`config.mk`:
```
export PLATFORM = sky130hd
export DESIGN_NAME = dco_nco_flat
export DESIGN_NICKNAME = d
export VERILOG_FILES = /design/src/rtl/dco_pkg.sv /design/src/rtl/dco_nco_if.sv /design/src/rtl/dco_fine_filter.sv /design/src/rtl/dco_nco.sv /design/src/flat_wrapper.sv
export SDC_FILE = /design/constraint.sdc
export NUM_CORES = 1
export LEC_CHECK = 0
export BUFFER_PORTS_ARGS = -buffer_cell sky130_fd_sc_hd__buf_2
export CAP_MARGIN = 20
export CORE_ASPECT_RATIO = 2
export CORE_MARGIN = 2
export CORE_UTILIZATION = 55
export CTS_CLUSTER_DIAMETER = 120
export DETAILED_ROUTE_END_ITERATION = 6
export PLACE_DENSITY_LB_ADDON = 0.1
export SLEW_MARGIN = 20
export SYNTH_ARGS = -nofsm -noshare
export SYNTH_HDL_FRONTEND = slang
export SYNTH_SLANG_ARGS = --single-unit
```
`constraint.sdc`:
```
create_clock -name clk -period 6 [get_ports clk]
set_input_delay 1.2 -clock clk [delete_from_list [all_inputs] [get_ports clk]]
set_output_delay 1.2 -clock clk [all_outputs]
set_load 0.05 [all_outputs]
```
`src/rtl/dco_pkg.sv`:
```
// dco_pkg: shared types and helpers for the dco_nco oscillator.
//   state_t    : band-switch FSM states
//   FINE_MID   : mid-scale fine code for the default fine width
//   COARSE_MID : mid-scale coarse band for the default coarse width
//   fcw_clamp  : limits a signed FCW to [1, 2^(acc_w-1)]
package dco_pkg;

    localparam int DEF_ACC_W    = 24;
    localparam int DEF_FINE_W   = 8;
    localparam int DEF_COARSE_W = 3;

    localparam int FINE_MID   = 1 << (DEF_FINE_W - 1);
    localparam int COARSE_MID = 1 << (DEF_COARSE_W - 1);

    typedef enum logic [1:0] {
        RUN,
        SWITCH,
        SETTLE
    } state_t;

    // Upper bound is the Nyquist rate; lower bound keeps the accumulator moving.
    function automatic longint fcw_clamp(input longint raw, input int acc_w);
        longint hi;
        hi = longint'(1) << (acc_w - 1);
        if (raw < 1)
            return 1;
        else if (raw > hi)
            return hi;
        else
            return raw;
    endfunction

endpackage

```
`src/rtl/dco_nco_if.sv`:
```
// dco_nco_if: control and output bundle of the oscillator.
//   en          : accumulator enable
//   dfine       : fine control code (unsigned)
//   dcoarse     : requested coarse band
//   coarse_load : one-cycle band-switch request
//   osc         : oscillator output (accumulator MSB)
//   fcw         : current frequency control word
//   busy        : band switch / settle in progress
// master = loop filter side, slave = oscillator.
interface dco_nco_if #(
    parameter int ACC_W    = 24,
    parameter int FINE_W   = 8,
    parameter int COARSE_W = 3
);
    logic                en;
    logic [FINE_W-1:0]   dfine;
    logic [COARSE_W-1:0] dcoarse;
    logic                coarse_load;
    logic                osc;
    logic [ACC_W-1:0]    fcw;
    logic                busy;

    modport master (
        output en, dfine, dcoarse, coarse_load,
        input  osc, fcw, busy
    );

    modport slave (
        input  en, dfine, dcoarse, coarse_load,
        output osc, fcw, busy
    );
endinterface

```
`src/rtl/dco_fine_filter.sv`:
```
// dco_fine_filter: first-order IIR smoothing of the fine code.
//   clk, rst_n : clock, async active-low reset
//   run        : update the filter this cycle
//   recentre   : force the state back to mid-scale (has priority over run)
//   dfine      : fine code target
//   fi         : integer part of the filter state
// State F carries FILT_SHIFT fraction bits. Each update moves F by (T-F)/2^FILT_SHIFT,
// with a minimum step of one LSB so that F lands exactly on the target.
module dco_fine_filter #(
    parameter int FINE_W     = 8,
    parameter int FILT_SHIFT = 4
) (
    input  logic              clk,
    input  logic              rst_n,
    input  logic              run,
    input  logic              recentre,
    input  logic [FINE_W-1:0] dfine,
    output logic [FINE_W-1:0] fi
);
    localparam int F_W = FINE_W + FILT_SHIFT;
    localparam int D_W = F_W + 1;
    localparam logic [F_W-1:0] F_MID = F_W'(1) << (F_W - 1);

    logic [F_W-1:0]        f;
    logic [F_W-1:0]        t;
    logic [F_W-1:0]        f_sum;
    logic signed [D_W-1:0] d;
    logic signed [D_W-1:0] s;

    assign t = {dfine, {FILT_SHIFT{1'b0}}};

    always_comb begin
        d = $signed({1'b0, t}) - $signed({1'b0, f});
        s = d >>> FILT_SHIFT;
        // Small positive errors shift to zero; nudge by one LSB instead.
        if (d != '0 && s == '0)
            s = d[D_W-1] ? '1 : {{(D_W-1){1'b0}}, 1'b1};
        f_sum = f + s[F_W-1:0];
    end

    always_ff @(posedge clk or negedge rst_n) begin
        if (!rst_n)
            f <= F_MID;
        else if (recentre)
            f <= F_MID;
        else if (run)
            f <= f_sum;
    end

    assign fi = f[F_W-1:FILT_SHIFT];

endmodule

```
`src/rtl/dco_nco.sv`:
```
// dco_nco: numerically-controlled digital oscillator with coarse band switching.
//   clk, rst_n : system clock, async active-low reset
//   bus        : dco_nco_if slave (en, dfine, dcoarse, coarse_load -> osc, fcw, busy)
//
// state  | meaning
// RUN    | filter tracks dfine, band-switch requests accepted
// SWITCH | new band applied, fine filter re-centred, settle timer loaded
// SETTLE | filter frozen while the timer counts down to zero
module dco_nco
    import dco_pkg::*;
#(
    parameter int ACC_W         = DEF_ACC_W,
    parameter int FINE_W        = DEF_FINE_W,
    parameter int COARSE_W      = DEF_COARSE_W,
    parameter int CENTER_FCW    = 'h100000,
    parameter int FINE_GAIN     = 256,
    parameter int COARSE_STEP   = 65536,
    parameter int FILT_SHIFT    = 4,
    parameter int SETTLE_CYCLES = 16
) (
    input  logic     clk,
    input  logic     rst_n,
    dco_nco_if.slave bus
);
    localparam int CNT_W      = $clog2(SETTLE_CYCLES + 1);
    localparam int FINE_C     = 1 << (FINE_W - 1);
    localparam int COARSE_C   = 1 << (COARSE_W - 1);
    localparam logic [COARSE_W-1:0] COARSE_RST = COARSE_W'(COARSE_C);
    localparam logic [CNT_W-1:0]    CNT_LOAD   = CNT_W'(SETTLE_CYCLES - 1);

    state_t              state;
    logic [COARSE_W-1:0] coarse;
    logic [COARSE_W-1:0] coarse_cap;
    logic [CNT_W-1:0]    cnt;
    logic [FINE_W-1:0]   fi;
    logic [ACC_W-1:0]    acc;
    logic [ACC_W-1:0]    acc_next;
    logic [ACC_W-1:0]    fcw_next;
    logic                filt_run;
    logic                filt_recentre;
    longint              raw;

    assign filt_run      = (state == RUN);
    assign filt_recentre = (state == SWITCH);

    dco_fine_filter #(
        .FINE_W     (FINE_W),
        .FILT_SHIFT (FILT_SHIFT)
    ) u_filter (
        .clk      (clk),
        .rst_n    (rst_n),
        .run      (filt_run),
        .recentre (filt_recentre),
        .dfine    (bus.dfine),
        .fi       (fi)
    );

    always_comb begin
        raw = longint'(CENTER_FCW)
            + (longint'(coarse) - longint'(COARSE_C)) * longint'(COARSE_STEP)
            + (longint'(fi) - longint'(FINE_C)) * longint'(FINE_GAIN);
        fcw_next = ACC_W'(fcw_clamp(raw, ACC_W));
    end

    assign acc_next = acc + bus.fcw;

    always_ff @(posedge clk or negedge rst_n) begin
        if (!rst_n) begin
            state      <= RUN;
            coarse     <= COARSE_RST;
            coarse_cap <= COARSE_RST;
            cnt        <= '0;
            bus.busy   <= 1'b0;
        end else begin
            case (state)
                RUN: begin
                    // Requests for the band already in use are ignored.
                    if (bus.coarse_load && bus.dcoarse != coarse) begin
                        coarse_cap <= bus.dcoarse;
                        state      <= SWITCH;
                        bus.busy   <= 1'b1;
                    end
                end
                SWITCH: begin
                    coarse <= coarse_cap;
                    cnt    <= CNT_LOAD;
                    state  <= SETTLE;
                end
                SETTLE: begin
                    if (cnt == '0) begin
                        state    <= RUN;
                        bus.busy <= 1'b0;
                    end else begin
                        cnt <= cnt - CNT_W'(1);
                    end
                end
                default: begin
                    state    <= RUN;
                    bus.busy <= 1'b0;
                end
            endcase
        end
    end

    always_ff @(posedge clk or negedge rst_n) begin
        if (!rst_n) begin
            acc     <= '0;
            bus.osc <= 1'b0;
            bus.fcw <= ACC_W'(CENTER_FCW);
        end else begin
            bus.fcw <= fcw_next;
            if (bus.en) begin
                acc     <= acc_next;
                bus.osc <= acc_next[ACC_W-1];
            end else begin
                acc     <= '0;
                bus.osc <= 1'b0;
            end
        end
    end

endmodule

```
`src/flat_wrapper.sv`:
```
// flat-port wrapper written by rule: the top's interface ports become plain ports
module dco_nco_flat import dco_pkg::*;
#(
    parameter int ACC_W         = DEF_ACC_W,
    parameter int FINE_W        = DEF_FINE_W,
    parameter int COARSE_W      = DEF_COARSE_W,
    parameter int CENTER_FCW    = 'h100000,
    parameter int FINE_GAIN     = 256,
    parameter int COARSE_STEP   = 65536,
    parameter int FILT_SHIFT    = 4,
    parameter int SETTLE_CYCLES = 16
)
  (clk, rst_n, bus_en, bus_dfine, bus_dcoarse, bus_coarse_load, bus_osc, bus_fcw, bus_busy);
  dco_nco_if #(.ACC_W(ACC_W), .FINE_W(FINE_W), .COARSE_W(COARSE_W)) bus_i ();
  input  logic clk;
  input  logic rst_n;
  input wire logic [$bits(bus_i.en)-1:0] bus_en;
  input wire logic [$bits(bus_i.dfine)-1:0] bus_dfine;
  input wire logic [$bits(bus_i.dcoarse)-1:0] bus_dcoarse;
  input wire logic [$bits(bus_i.coarse_load)-1:0] bus_coarse_load;
  output wire logic [$bits(bus_i.osc)-1:0] bus_osc;
  output wire logic [$bits(bus_i.fcw)-1:0] bus_fcw;
  output wire logic [$bits(bus_i.busy)-1:0] bus_busy;
  assign bus_i.en = bus_en;
  assign bus_i.dfine = bus_dfine;
  assign bus_i.dcoarse = bus_dcoarse;
  assign bus_i.coarse_load = bus_coarse_load;
  assign bus_osc = bus_i.osc;
  assign bus_fcw = bus_i.fcw;
  assign bus_busy = bus_i.busy;
  dco_nco #(.ACC_W(ACC_W), .FINE_W(FINE_W), .COARSE_W(COARSE_W), .CENTER_FCW(CENTER_FCW), .FINE_GAIN(FINE_GAIN), .COARSE_STEP(COARSE_STEP), .FILT_SHIFT(FILT_SHIFT), .SETTLE_CYCLES(SETTLE_CYCLES)) u_core (.clk(clk), .rst_n(rst_n), .bus(bus_i));
endmodule
```
=== Word-level counts from Yosys, hierarchy flattened ===
Index checks and enable logic that the tools add are counted.

* Flip-flop bits (word level): 75
* Latch bits: 0
* Bits in writable memories: 0
* ROM bits: 0
* Bits of input ports: 15
* Output and inout bits: 26
* Logic and storage cells: 54
* Memories kept: 0

* Add/sub/neg operators: 8
* Multipliers: 0
* Divide/modulo/power cells: 0
* $lt $le $gt $ge: 2
* Eq/ne operators: 6
* Shift operators: 0
* Multiplexer cells: 16
* Bitwise operators: 1
* Reduce and logical (&&, ||, !) cells: 12

{| class="wikitable"
|+ Operators by type and width
! operator !! count
|-
| $mux W24 || 3
|-
| $add A22 B64 Y64 const A || 1
|-
| $add A64 B17 Y64 || 1
|-
| $gt A64 B25 Y1 const B || 1
|-
| $lt A64 B2 Y1 const B || 1
|-
| $mux W12 || 4
|-
| $add A24 B24 Y24 || 1
|-
| $logic_not A13 Y1 || 1
|-
| $reduce_bool A13 Y1 || 1
|-
| $sub A12 B12 Y13 || 1
|-
| $add A12 B12 Y12 || 1
|-
| $pmux W5 S2 || 1
|-
| $sub A8 B8 Y9 const B || 1
|-
| $pmux W2 S3 || 1
|-
| $reduce_and A2 Y1 || 3
|-
| $logic_not A5 Y1 || 1
|-
| $mux W5 || 1
|-
| $sub A5 B1 Y5 const B || 1
|-
| $mux W2 || 2
|-
| $ne A2 B2 Y1 const B || 2
|-
| $reduce_bool A2 Y1 || 2
|-
| $sub A3 B3 Y4 const B || 1
|-
| $mux W1 || 3
|-
| $ne A3 B3 Y1 || 1
|-
| 8 further kinds || 9
|}

=== Depth between registers and ports, before layout ===
* Word-level depth: 7
* Mapped depth: 19
* Depth with buffers taken out: 19

=== Cells and area by module ===
A second synthesis with hierarchy kept.

* Cells, all modules: 499
* Area, all modules: 4,692.0 um^2

{| class="wikitable"
|+ Modules (own cells, without submodules)
! module !! instances !! cells each !! area each (um^2)
|-
| dco_nco || 1 || 319 || 3,153.0
|-
| dco_fine_filter || 1 || 180 || 1,539.0
|}

=== Worst setup path before layout ===
OpenSTA, ideal clock, no wires.

* Path kind: in2reg
* From: in bus_dfine[1]
* To: reg u_core.u_filter.f[10]
* Setup time: 0.122 ns
* Data arrival time: 4.774 ns
* Path slack: 1.104 ns
* Stages: 18
* Buffers on the path: 0
* Cell sequence: ha_1 -> a21o_1 -> a221oi_4 -> nor2b_2 -> nor2_2 -> xnor2_1 -> or4_1 -> o31ai_1 -> ha_1 -> inv_1 -> fa_1 -> nor2b_1 -> o21ai_0 -> a21boi_0 -> o211ai_1 -> a21oi_1 -> o31ai_1 -> a32o_1

* Longest elaborated chain between the ends: 7
* Elaborated cells on any way between the ends: 9

{| class="wikitable"
|+ Ends and longest elaborated chain
! item !! line !! RTL
|-
| start: declaration || flat_wrapper.sv:18 || <nowiki>input wire logic [$bits(bus_i.dfine)-1:0] bus_dfine;</nowiki>
|-
| $sub A12 B12 Y13 (*) || dco_fine_filter.sv:33 || <nowiki>d = $signed({1'b0, t}) - $signed({1'b0, f});</nowiki>
|-
| $reduce_bool A13 Y1 or $logic_not A13 Y1 (tied branches) || dco_fine_filter.sv:36 || <nowiki>if (d != '0 && s == '0)</nowiki>
|-
| $logic_and A1 B1 Y1 || dco_fine_filter.sv:36 ||
|-
| $mux W12 (*) || dco_fine_filter.sv:36 ||
|-
| $add A12 B12 Y12 (*) || dco_fine_filter.sv:38 || <nowiki>f_sum = f + s[F_W-1:0];</nowiki>
|-
| $mux W12 (*) || dco_fine_filter.sv:46 || <nowiki>else if (run)</nowiki>
|-
| $mux W12 (*) || dco_fine_filter.sv:44 || <nowiki>else if (recentre)</nowiki>
|-
| end signal: assignment || dco_fine_filter.sv:47 || <nowiki>f <= f_sum;</nowiki>
|-
| end: declaration || dco_fine_filter.sv:24 || <nowiki>logic [F_W-1:0] f;</nowiki>
|}

Mark *: on every way between the ends. The rest lies on a longest branch, timed or not. The select of a mux whose other input is x is not followed.
A chain may end at the register's enable or synchronous reset.

=== Final worst setup path ===
Ends and elaborated chain as after synthesis.

==> flow_summary.json <==
{
  "die-area_um2": 8520,
  "chipWidth_um": 66.3,
  "synth_sequential_area_ratio_pct": 39.4,
  "die_y_um": 129,
  "detailedRoute.firstPassIterationCount": 4,
  "hpwl_um": 7040,
  "cts_sinks": 67,
  "number_of_antenna_diodes": 0,
  "final.period_utilization_pct": 86.2,
  "critical-path-max-stage-delay_ps": 520,
  "postSynth.asyncResetShare_pct": 100,
  "cp_cell_sequence": "buf_2 -> ha_1 -> a21o_1 -> a221oi_4 -> nor2b_2 -> nor2_2 -> xnor2_1 -> or4_1 -> o31ai_1 -> ha_1 -> inv_1 -> fa_1 -> nor2b_1 -> o21ai_0 -> a21boi_0 -> o211ai_1 -> a21oi_1 -> o31ai_1 -> a32o_1",
  "ctsHoldBuffers": 0,
  "worst_ep_arrival_time_ps": 5400,
  "fill_cells": 652,
  "grt_overflow": 0,
  "cts_tree": "built",
  "num_rows": 45,
  "synth_commonest_cells": "sky130_fd_sc_hd__dfrtp_1, sky130_fd_sc_hd__ha_1, sky130_fd_sc_hd__nand2_1",
  "crit_fanout": 5,
  "pin_count_of_the_biggest_net_entering_global_routing": 68,
  "run_status": "completed",
  "ant_nets": 0,
  "placedCellCount": 566,
  "timing_hold_violations_final": 0,
  "first_pass_grt_wire_length_um": 15600,
  "io_pins": 41,
  "setup_viol_count_final": 0,
  "post_cts_resize_count": 0,
  "setup_repair_after_global_routing_missed_its_margin": "false",
  "cts-buffers-inserted": 9,
  "critical_path.startpoint_type": "primary input",
  "longest_clk_path_bufs": 2,
  "postCtsSetupRepairBufs": 0,
  "avgRoutedWirePerCell_um": 15.8,
  "cp_slowest_cell": "sky130_fd_sc_hd__or4_1",
  "timing.setup.tns_ps": 0,
  "drt_iter0_drc": 106,
  "setup_ws_ps": 827,
  "number_of_global_route_vias_before_repair": 3540,
  "slew-limit-headroom_pct": 28.4,
  "max_cap_viol_count": 0,
  "place_congestion": 0.837,
  "clock_pin_slew_worst_setup_and_hold_paths_ps": 50,
  "place.port_buffers": 33,
  "finish.net_count": 545,
  "drive_above_1_share_pct": 13.1,
  "latest_clock_arrival_within_the_worst_skew_pair_ps": 340,
  "number_of_register_bits_inferred_by_synthesis": 67,
  "yosysUniqueCellTypes": 55,
  "num_vias": 3356,
  "synth_flop_cell": "sky130_fd_sc_hd__dfrtp_1",
  "maxClockFrequency_ghz": 0.193,
  "critical_path_required_ps": 6230,
  "drc_errors": 0,
  "clockRootBuffer": "sky130_fd_sc_hd__clkbuf_16",
  "synthToLayoutAreaGrowth_pct": 13.9,
  "hp-class": "flop to flop",
  "vias_per_cell": 5.77,
  "grt_antenna_before_repair": 0,
  "yosys.area.top_type": "sky130_fd_sc_hd__dfrtp_1",
  "fp.coreArea_um2": 7540,
  "finalWirelength_um": 9190,
  "report.final.slew_viol_count": 0,
  "postSynthCellCount": 441,
  "grtUsageTotal_pct": 24.1,
  "yosys.cell_count.top_type": "sky130_fd_sc_hd__dfrtp_1",
  "pre_cts_slack_ps": 564,
  "cell_area_after_synthesis_um2": 4260,
  "layout_skew_ps": 5.91,
  "instances_no_fill": 582,
  "slew_of_the_pin_with_the_lowest_slew_margin_ps": 1070,
  "floorplan.initialDensity_pct": 56.5,
  "synth.area.top_cells": "sky130_fd_sc_hd__dfrtp_1, sky130_fd_sc_hd__ha_1, sky130_fd_sc_hd__xnor2_1",
  "synth-edff-count": 0,
  "yosysTopAreaCellShare_pct": 37.0,
  "minimum_period_implied_by_the_final_worst_setup_slack_ps": 5170,
  "ys_warn_count": 0,
  "critPathCaptureType": "flop",
  "h_tree_levels": 3,
  "syn_avg_cell_area_um2": 9.67,
  "timing_worst_setup_path_type": "primary input to flop"
}
==> routing by layer <==
metal | vias up | track usage [%] | routed length, um
met4 | 0 | 11.2 | 371
met3 | 29 | 5.77 | 333
met2 | 62 | 46.4 | 5250
met5 | - | 0 | 0
li1 | 1640 | - | -
met1 | 1625 | 22.8 | 3240
==> layout make-up <==
cell class                 instances  area [um2]  share of cell area, %
inverter                          27         101                   2.09
timing repair buffer              35         180                   3.71
multi-input combinational        343        2450                   50.4
clock buffer                      12         256                   5.28
sequential                        67        1680                   34.6
tap                               94         118                   2.42
clock inverter                     4        72.6                   1.49
==> through the flow <==
stage | util [%] | hold slack [ps] | cell area [um2]
floorplan | - | 439 | 4300
global placement | 59.9 | 446 | 4520
detailed placement | 59.9 | 449 | 4520
CTS | 64.3 | 459 | 4850
global route | 64.4 | 487 | 4860
finish | 64.4 | 456 | 4860
==> worst max-delay path, delay by kind of cell <==
kind                     cells  cell delay, ps
AO/OA/AOI/OAI                9            2080
XOR/XNOR                     1              90
adder cells (fa/ha/maj)      3             990
buffers and inverters        2             170
AND/OR/NAND/NOR              4             860
==> sequential cells by signal, indices dropped and copies added, names as in the netlist <==
signal and count:
u_core.cnt 5, u_core.bus.fcw 17, u_core.coarse 3, u_core.coarse_cap 3, u_core.state 2, u_core.bus.busy 1, u_core.u_filter.f 12, u_core.acc 24
==> layout by cell type, fill, tap and decap left out, types with 4 or more instances in the layout <==
cell and instances:
sky130_fd_sc_hd__nor2b_1 6, sky130_fd_sc_hd__dfrtp_1 63, sky130_fd_sc_hd__a31oi_1 5, sky130_fd_sc_hd__nand2_1 35, sky130_fd_sc_hd__nand3_1 4, sky130_fd_sc_hd__xnor2_1 19
sky130_fd_sc_hd__dfstp_2 4, sky130_fd_sc_hd__inv_1 27, sky130_fd_sc_hd__and2_1 22, sky130_fd_sc_hd__nand4_1 4, sky130_fd_sc_hd__clkbuf_16 9, sky130_fd_sc_hd__o21ai_0 26
sky130_fd_sc_hd__or3_1 6, sky130_fd_sc_hd__buf_2 33, sky130_fd_sc_hd__and3_1 7, sky130_fd_sc_hd__xor2_1 18, sky130_fd_sc_hd__o31ai_1 7, sky130_fd_sc_hd__o21a_1 10
sky130_fd_sc_hd__nor3_1 9, sky130_fd_sc_hd__a221oi_1 5, sky130_fd_sc_hd__a21o_1 5, sky130_fd_sc_hd__nor2_1 30, sky130_fd_sc_hd__ha_1 45, sky130_fd_sc_hd__conb_1 10
sky130_fd_sc_hd__a21oi_1 22
==> cell families (layout without fill, tap and decap cells) <==
kind of cell / after synthesis / count (layout) / synth area share (%)
XOR/XNOR: 37 / 37 / 7.60
AO/OA/AOI/OAI: 108 / 108 / 17.3
other: 1 / 10 / 0.0879
flip-flops: 67 / 67 / 39.4
adder cells (fa/ha/maj): 47 / 47 / 14.1
AND/OR/NAND/NOR: 141 / 141 / 17.3
buffers and inverters: 40 / 78 / 4.14
==> worst paths after layout <==
check	slack, ps	cells after the start	endpoint	startpoint
worst min register to register	460	2	u_core.coarse_cap[2]	u_core.coarse_cap[2]
min in group asynchronous	1040	2	u_core.acc[5]	rst_n
worst min-delay path	460	2	u_core.coarse_cap[2]	u_core.coarse_cap[2]
max in group asynchronous	4410	2	u_core.acc[20]	rst_n
worst max register to register	1330	19	u_core.u_filter.f[10]	u_core.u_filter.f[5]
worst max-delay path	830	19	u_core.u_filter.f[10]	bus_dfine[1]
Power is not shown: default switching activity piles up to over one toggle a cycle in this logic, so the estimate is an artifact.
